<file path="src/rtl/operand_dispatch_if.sv">
// rtl/operand_dispatch_if.sv - operand pair input stream and per-channel output bundle
interface operand_dispatch_if #(
  parameter int DATA_W = 16,
  parameter int N_CH   = 4,
  parameter int SEL_W  = 2
) ();
  logic                   in_valid;
  logic                   in_ready;
  logic [SEL_W-1:0]       in_sel;
  logic [DATA_W-1:0]      in_rs1;
  logic [DATA_W-1:0]      in_rs2;
  logic [N_CH-1:0]        out_valid;
  logic [N_CH-1:0]        out_ready;
  logic [N_CH*DATA_W-1:0] out_rs1;
  logic [N_CH*DATA_W-1:0] out_rs2;

  // master = register-file / functional-unit side, slave = the dispatcher
  modport master (
    output in_valid, in_sel, in_rs1, in_rs2, out_ready,
    input  in_ready, out_valid, out_rs1, out_rs2
  );

  modport slave (
    input  in_valid, in_sel, in_rs1, in_rs2, out_ready,
    output in_ready, out_valid, out_rs1, out_rs2
  );
endinterface

</file>
<file path="src/rtl/operand_dispatch.sv">
// rtl/operand_dispatch.sv - routes rs1/rs2 pairs to N_CH one-entry registered channels
module operand_dispatch #(
  parameter int DATA_W    = 16,
  parameter int N_CH      = 4,
  parameter int SEL_W     = 2,
  parameter int ZERO_IDLE = 1,
  parameter int CNT_W     = 8
) (
  input  logic               clk,
  input  logic               rst,
  operand_dispatch_if.slave  bus,
  output logic               sel_err,
  output logic [CNT_W-1:0]   disp_count
);
  localparam int PAD_W = 2 ** SEL_W;

  logic [N_CH-1:0]   valid_q, valid_d;
  logic [DATA_W-1:0] rs1_q [N_CH];
  logic [DATA_W-1:0] rs1_d [N_CH];
  logic [DATA_W-1:0] rs2_q [N_CH];
  logic [DATA_W-1:0] rs2_d [N_CH];
  logic              sel_err_q, sel_err_d;
  logic [CNT_W-1:0]  cnt_q, cnt_d;

  logic [PAD_W-1:0]  valid_pad;
  logic [PAD_W-1:0]  ready_pad;
  logic              sel_legal;
  logic              accept;

  // Padding to the full select range keeps illegal selects from indexing past the channels.
  always_comb begin
    valid_pad    = PAD_W'(valid_q);
    ready_pad    = PAD_W'(bus.out_ready);
    sel_legal    = (32'(bus.in_sel) < N_CH);
    bus.in_ready = sel_legal ? (!valid_pad[bus.in_sel] || ready_pad[bus.in_sel]) : 1'b1;
    accept       = bus.in_valid && bus.in_ready;
  end

  always_comb begin
    valid_d   = valid_q & ~bus.out_ready;
    rs1_d     = rs1_q;
    rs2_d     = rs2_q;
    cnt_d     = cnt_q;
    sel_err_d = accept && !sel_legal;
    for (int k = 0; k < N_CH; k++) begin
      // A reload wins over a same-cycle drain, giving one pair per cycle per channel.
      if (accept && sel_legal && (bus.in_sel == SEL_W'(k))) begin
        valid_d[k] = 1'b1;
        rs1_d[k]   = bus.in_rs1;
        rs2_d[k]   = bus.in_rs2;
      end
    end
    if (accept && sel_legal && (cnt_q != '1)) begin
      cnt_d = cnt_q + CNT_W'(1);
    end
  end

  always_ff @(posedge clk or posedge rst) begin
    if (rst) begin
      valid_q   <= '0;
      sel_err_q <= 1'b0;
      cnt_q     <= '0;
      for (int k = 0; k < N_CH; k++) begin
        rs1_q[k] <= '0;
        rs2_q[k] <= '0;
      end
    end else begin
      valid_q   <= valid_d;
      sel_err_q <= sel_err_d;
      cnt_q     <= cnt_d;
      for (int k = 0; k < N_CH; k++) begin
        rs1_q[k] <= rs1_d[k];
        rs2_q[k] <= rs2_d[k];
      end
    end
  end

  always_comb begin
    bus.out_valid = valid_q;
    bus.out_rs1   = '0;
    bus.out_rs2   = '0;
    for (int k = 0; k < N_CH; k++) begin
      if ((ZERO_IDLE == 0) || valid_q[k]) begin
        bus.out_rs1[k*DATA_W +: DATA_W] = rs1_q[k];
        bus.out_rs2[k*DATA_W +: DATA_W] = rs2_q[k];
      end
    end
    sel_err    = sel_err_q;
    disp_count = cnt_q;
  end
endmodule

</file>
<file path="src/flat_wrapper.sv">
// flat-port wrapper written by rule: the top's interface ports become plain ports
module operand_dispatch_flat 
#(
  parameter int DATA_W    = 16,
  parameter int N_CH      = 4,
  parameter int SEL_W     = 2,
  parameter int ZERO_IDLE = 1,
  parameter int CNT_W     = 8
)
  (clk, rst, sel_err, disp_count, bus_in_valid, bus_in_sel, bus_in_rs1, bus_in_rs2, bus_out_ready, bus_in_ready, bus_out_valid, bus_out_rs1, bus_out_rs2);
  operand_dispatch_if #(.DATA_W(DATA_W), .N_CH(N_CH), .SEL_W(SEL_W)) bus_i ();
  input  logic clk;
  input  logic rst;
  output logic sel_err;
  output logic [CNT_W-1:0] disp_count;
  input wire logic [$bits(bus_i.in_valid)-1:0] bus_in_valid;
  input wire logic [$bits(bus_i.in_sel)-1:0] bus_in_sel;
  input wire logic [$bits(bus_i.in_rs1)-1:0] bus_in_rs1;
  input wire logic [$bits(bus_i.in_rs2)-1:0] bus_in_rs2;
  input wire logic [$bits(bus_i.out_ready)-1:0] bus_out_ready;
  output wire logic [$bits(bus_i.in_ready)-1:0] bus_in_ready;
  output wire logic [$bits(bus_i.out_valid)-1:0] bus_out_valid;
  output wire logic [$bits(bus_i.out_rs1)-1:0] bus_out_rs1;
  output wire logic [$bits(bus_i.out_rs2)-1:0] bus_out_rs2;
  assign bus_i.in_valid = bus_in_valid;
  assign bus_i.in_sel = bus_in_sel;
  assign bus_i.in_rs1 = bus_in_rs1;
  assign bus_i.in_rs2 = bus_in_rs2;
  assign bus_i.out_ready = bus_out_ready;
  assign bus_in_ready = bus_i.in_ready;
  assign bus_out_valid = bus_i.out_valid;
  assign bus_out_rs1 = bus_i.out_rs1;
  assign bus_out_rs2 = bus_i.out_rs2;
  operand_dispatch #(.DATA_W(DATA_W), .N_CH(N_CH), .SEL_W(SEL_W), .ZERO_IDLE(ZERO_IDLE), .CNT_W(CNT_W)) u_core (.clk(clk), .rst(rst), .bus(bus_i), .sel_err(sel_err), .disp_count(disp_count));
endmodule
</file>
<file path="config.mk">
export PLATFORM = sky130hd
export DESIGN_NAME = operand_dispatch_flat
export DESIGN_NICKNAME = d
export VERILOG_FILES = /design/src/rtl/operand_dispatch_if.sv /design/src/rtl/operand_dispatch.sv /design/src/flat_wrapper.sv
export SDC_FILE = /design/constraint.sdc
export NUM_CORES = 1
export LEC_CHECK = 0
export ABC_AREA = 0
export BUFFER_PORTS_ARGS = -buffer_cell sky130_fd_sc_hd__buf_2
export CAP_MARGIN = 20
export CORE_MARGIN = 4
export CORE_UTILIZATION = 40
export CTS_BUF_LIST = sky130_fd_sc_hd__clkbuf_8
export DETAILED_ROUTE_END_ITERATION = 12
export HOLD_SLACK_MARGIN = 0.08
export PLACE_DENSITY = 0.71
export SLEW_MARGIN = 25
export SYNTH_ARGS = -nofsm -noshare
export SYNTH_HDL_FRONTEND = slang
export SYNTH_SLANG_ARGS = --single-unit
</file>
<file path="constraint.sdc">
create_clock -name clk -period 13.1 [get_ports clk]
set_clock_uncertainty 0.05 [all_clocks]
set_input_delay 2.62 -clock clk [delete_from_list [all_inputs] [get_ports clk]]
set_output_delay 2.62 -clock clk [all_outputs]
set_load 0.005 [all_outputs]
</file>
==> results.txt <==
----------------------------------------------------
[Clocking]
  Number of gates resized after CTS ... 0
  Number of post-CTS setup repair buffers ... 0
  CTS tree ... yes
  Number of buffers between clock root and the deepest sink ... 2
  Clk sink count ... 140
  Clock slew at reported path FFs ... around 0.07 ns
  Post-CTS Hold Buffers ... 0
  Clock Tree Root ... sky130_fd_sc_hd__clkbuf_8
  Clock latency of the later-clocked register in the worst-skew pair ... 0.44 ns
  Number of buffers added by the clock tree synthesis step ... 17
  Number of levels the H-tree was split into ... 4

[Worst setup path]
  CP Class ... input pin to output pin
  Top delay family on crit path ... multiplexers
  Worst-path maximum fanout ... 8
  Cells traversed along the worst timing path ... buf_2 > nor2b_1 > mux4_2 > inv_1 > buf_2
  Data required time of the worst path ... 10.43 ns
  Worst EP arrival ... 3.68 ns
  Crit path buf inv count ... 3
  Crit path launch type ... input pin
  Cell occurring most often along the worst timing path ... sky130_fd_sc_hd__buf_2
  Slowest stage cell on the critical path ... sky130_fd_sc_hd__mux4_2
  Maximum single-stage delay on the critical path ... around 0.46 ns
  Kind of end point of the critical path ... output pin

[GRT]
  Number of global-route vias before repair ... between 4000 and 5000
  First-pass GRT wire length ... 24960 um
  Overall overflow remaining after global route ... 0
  Total global routing track utilization ... 0.1795
  Initial antenna violation count ... 0
  Maximum number of pins on one net before global-route repair ... 73

[STA]
  Worst Hold Slack ... 0.4380 ns
  Final setup viols ... 0
  Transition time at the pin with the least slew margin ... 0.8939 ns
  Highest clock frequency the design can meet ... 157.5 MHz
  Max Slew Vio Count ... 0
  Unrepaired setup endpoints after global routing ... no
  Number of failing hold endpoints at the final stage ... 0
  Tightest slew margin relative to the limit ... 0.4041
  Final clock period utilization by the worst path ... 0.4847
  Fin crit period ... 6.349 ns
  Setup slack of the critical path after layout ... 6.751 ns
  Summed negative setup slack over all endpoints ... 0 ns

[Logic synthesis]
  Sequential cell area fraction in the yosys report ... 0.5608
  Synth unique cells ... 29
  Number of flip-flops and latches in the synthesized netlist ... 140
  Synthesized area per cell ... 13.32 sq um
  Post-synth net total ... 511
  Combined area of all synthesized cells ... 6247 sq um
  Number of warnings printed during yosys synthesis ... 0
  Synthesized instance count ... 469

[Layout]
  Most frequent cells in the layout ... 181 x sky130_fd_sc_hd__buf_2, 137 x sky130_fd_sc_hd__dfrtp_1, 126 x sky130_fd_sc_hd__and2_1, 125 x sky130_fd_sc_hd__mux2_2, 20 x sky130_fd_sc_hd__clkbuf_8
  Leading cell type in the layout, fill and taps excluded ... sky130_fd_sc_hd__buf_2
  Area of combinational cells with multiple inputs ... roughly 2600 sq um
  Share of cells above drive strength 1 ... 0.5463
  Post-layout nets ... 689
  Finished Layout Cells ... 870
  Final-layout fill cell count ... 1317
  Antenna cells ... 0
  Signed area change from the synthesized netlist to the final layout ... 25.32%
  Flip-flop and latch area ... between 3000 and 4000 sq um

[Die]
  Num ports ... 183
  Initial core utilization ... 0.4094
  DIE AREA ... 17680 sq um
  Standard cell core area ... 15260 sq um
  Overall die height ... 133.0 um
  Chip width ... about 130 um
  # rows ... 45

[Power and ir drop]
  Internal Pwr Total ... 0.8931 mW
  VDD IR max ... 0.07406 mV
  Power, Total ... ~1.2 mW
  Cell leakage power ... 3.837 nW
  Power density relative to cell area ... 154.2 nW/um^2
  Reported net switching power ... around 0.31 mW
  Clk network pwr share ... 0.337
  Sw Share ... 0.2601
  Part of the power in combinational logic ... 0.176
  Sequential share of power ... 0.487

[Detailed routing]
  Antenna-violating nets left ... 0
  Routed wire length ... 15330 um
  Number of remaining DRC errors ... 0
  Detailed-routing iteration count for the pre-antenna-repair pass ... 4
  Routed length per instance ... between 15 and 20 um
  Via count ... 4212
  Detailed Route Iter0 Violations ... 180
  Number of vias per cell after detailed routing ... about 4.8

[Placement]
  Placed instance count ... around 840
  Total of buffers placed on input and output ports ... 181
  RePlAce Congestion ... ~0.73
  Setup slack after placement ... a little under 7 ns
  Total half-perimeter wirelength after legalization and detailed placement ... 10310 um

[Run]
  Max cap viols ... 0

[Status]
  Outcome ... finished clean

[Hold path]
  Path class of the lowest-slack min-delay path ... register to register

----------------------------------------------------
## synthesized netlist by cell type
cell,instances,share of area
sky130_fd_sc_hd__and2_1,126,0.13
sky130_fd_sc_hd__and2_2,2,0.0024
sky130_fd_sc_hd__and2b_1,1,0.0012
sky130_fd_sc_hd__buf_2,10,0.0080
sky130_fd_sc_hd__buf_4,2,0.0024
sky130_fd_sc_hd__buf_6,3,0.0054
sky130_fd_sc_hd__clkbuf_1,12,0.0072
sky130_fd_sc_hd__conb_1,1,0.00060
sky130_fd_sc_hd__dfrtp_1,140,0.56
sky130_fd_sc_hd__ha_1,1,0.0020
sky130_fd_sc_hd__inv_1,2,0.0012
sky130_fd_sc_hd__mux2_1,6,0.011
sky130_fd_sc_hd__mux2_2,125,0.23
sky130_fd_sc_hd__mux4_2,1,0.0036
sky130_fd_sc_hd__nand2_1,5,0.0030
sky130_fd_sc_hd__nand2b_1,2,0.0020
sky130_fd_sc_hd__nand3_1,2,0.0016
sky130_fd_sc_hd__nand4_1,4,0.0040
sky130_fd_sc_hd__nor2_1,2,0.0012
sky130_fd_sc_hd__nor2b_1,2,0.0020
sky130_fd_sc_hd__nor2b_4,2,0.0044
sky130_fd_sc_hd__nor3_1,4,0.0032
sky130_fd_sc_hd__nor3_2,1,0.0016
sky130_fd_sc_hd__nor3b_2,2,0.0040
sky130_fd_sc_hd__nor4_2,1,0.0020
sky130_fd_sc_hd__nor4b_2,1,0.0024
sky130_fd_sc_hd__or2_2,3,0.0030
sky130_fd_sc_hd__or3b_1,1,0.0014
sky130_fd_sc_hd__xor2_1,5,0.0070
## worst paths after layout
| check | endpoint | start | cells past startpoint | slack [ns] |
|---|---|---|---|---|
| worst max-delay path | bus_in_ready | bus_out_ready[2] | 5 | 6.75 |
| worst min-delay path | u_core.rs1_q[55] | u_core.rs1_q[55] | 1 | 0.44 |
| worst max register to register | u_core.rs1_q[3] | u_core.bus.out_valid[3] | 4 | 10.52 |
| worst min register to register | u_core.rs1_q[55] | u_core.rs1_q[55] | 1 | 0.44 |
| max in group asynchronous | u_core.bus.out_valid[2] | rst | 3 | 9.43 |
| min in group asynchronous | u_core.rs1_q[1] | rst | 2 | 2.21 |
## worst register-to-register path, stage by stage (launching register included)
cell                      delay (ns)
sky130_fd_sc_hd__dfrtp_2        0.64
sky130_fd_sc_hd__nor2b_4        0.24
sky130_fd_sc_hd__nor3b_4        0.72
sky130_fd_sc_hd__buf_4          0.44
sky130_fd_sc_hd__mux2_2         0.38
## per-layer routing
layer / share of wire / GRT usage / routed length (um)
met3: 0.061 / 0.05171 / 940
met2: 0.50 / 0.3014 / 7699
met1: 0.42 / 0.2175 / 6450
met4: 0.016 / 0.07217 / 238
met5: 0 / 0 / 0
## per-stage QoR
step / cell area, sq um / util
floorplan: 6247 / -
global placement: 7328 / 0.4803
detailed placement: 7328 / 0.4803
CTS: 7795 / 0.5109
global route: 7829 / 0.5131
finish: 7829 / 0.5131
## cell type report
type                    count  area share
repair buffers            186      0.1231
well taps                 211     0.03372
inverters                   2    0.001598
clock buffers              20     0.03516
clock inverters            11     0.02445
flip-flops and latches    140      0.4480
multi-input cells         300      0.3340
## power by group through the flow
stage / logic, mW / clock network [mW] / registers [mW]
floorplan: 0.141 / 0 / 0.573
global placement: 0.208 / 0 / 0.587
detailed placement: 0.217 / 0 / 0.596
CTS: 0.218 / 0.416 / 0.588
global route: 0.238 / 0.435 / 0.601
finish: 0.213 / 0.406 / 0.588
## sequential cells by signal, summed over array words and instances (netlist names)
signal / count
u_core.rs1_q: 64
u_core.rs2_q: 64
u_core.disp_count: 8
u_core.bus.out_valid: 4
## kinds of logic after synthesis
group / after synthesis / share of synthesized area
simple gates: 161 / 0.1656
flops: 140 / 0.5608
mux: 132 / 0.2397
buf+inv: 29 / 0.02423
xor+xnor: 5 / 0.007009
fa+ha+maj: 1 / 0.002002
other cells: 1 / 0.0006003
No activity file was read; power rests on OpenSTA's default activity.
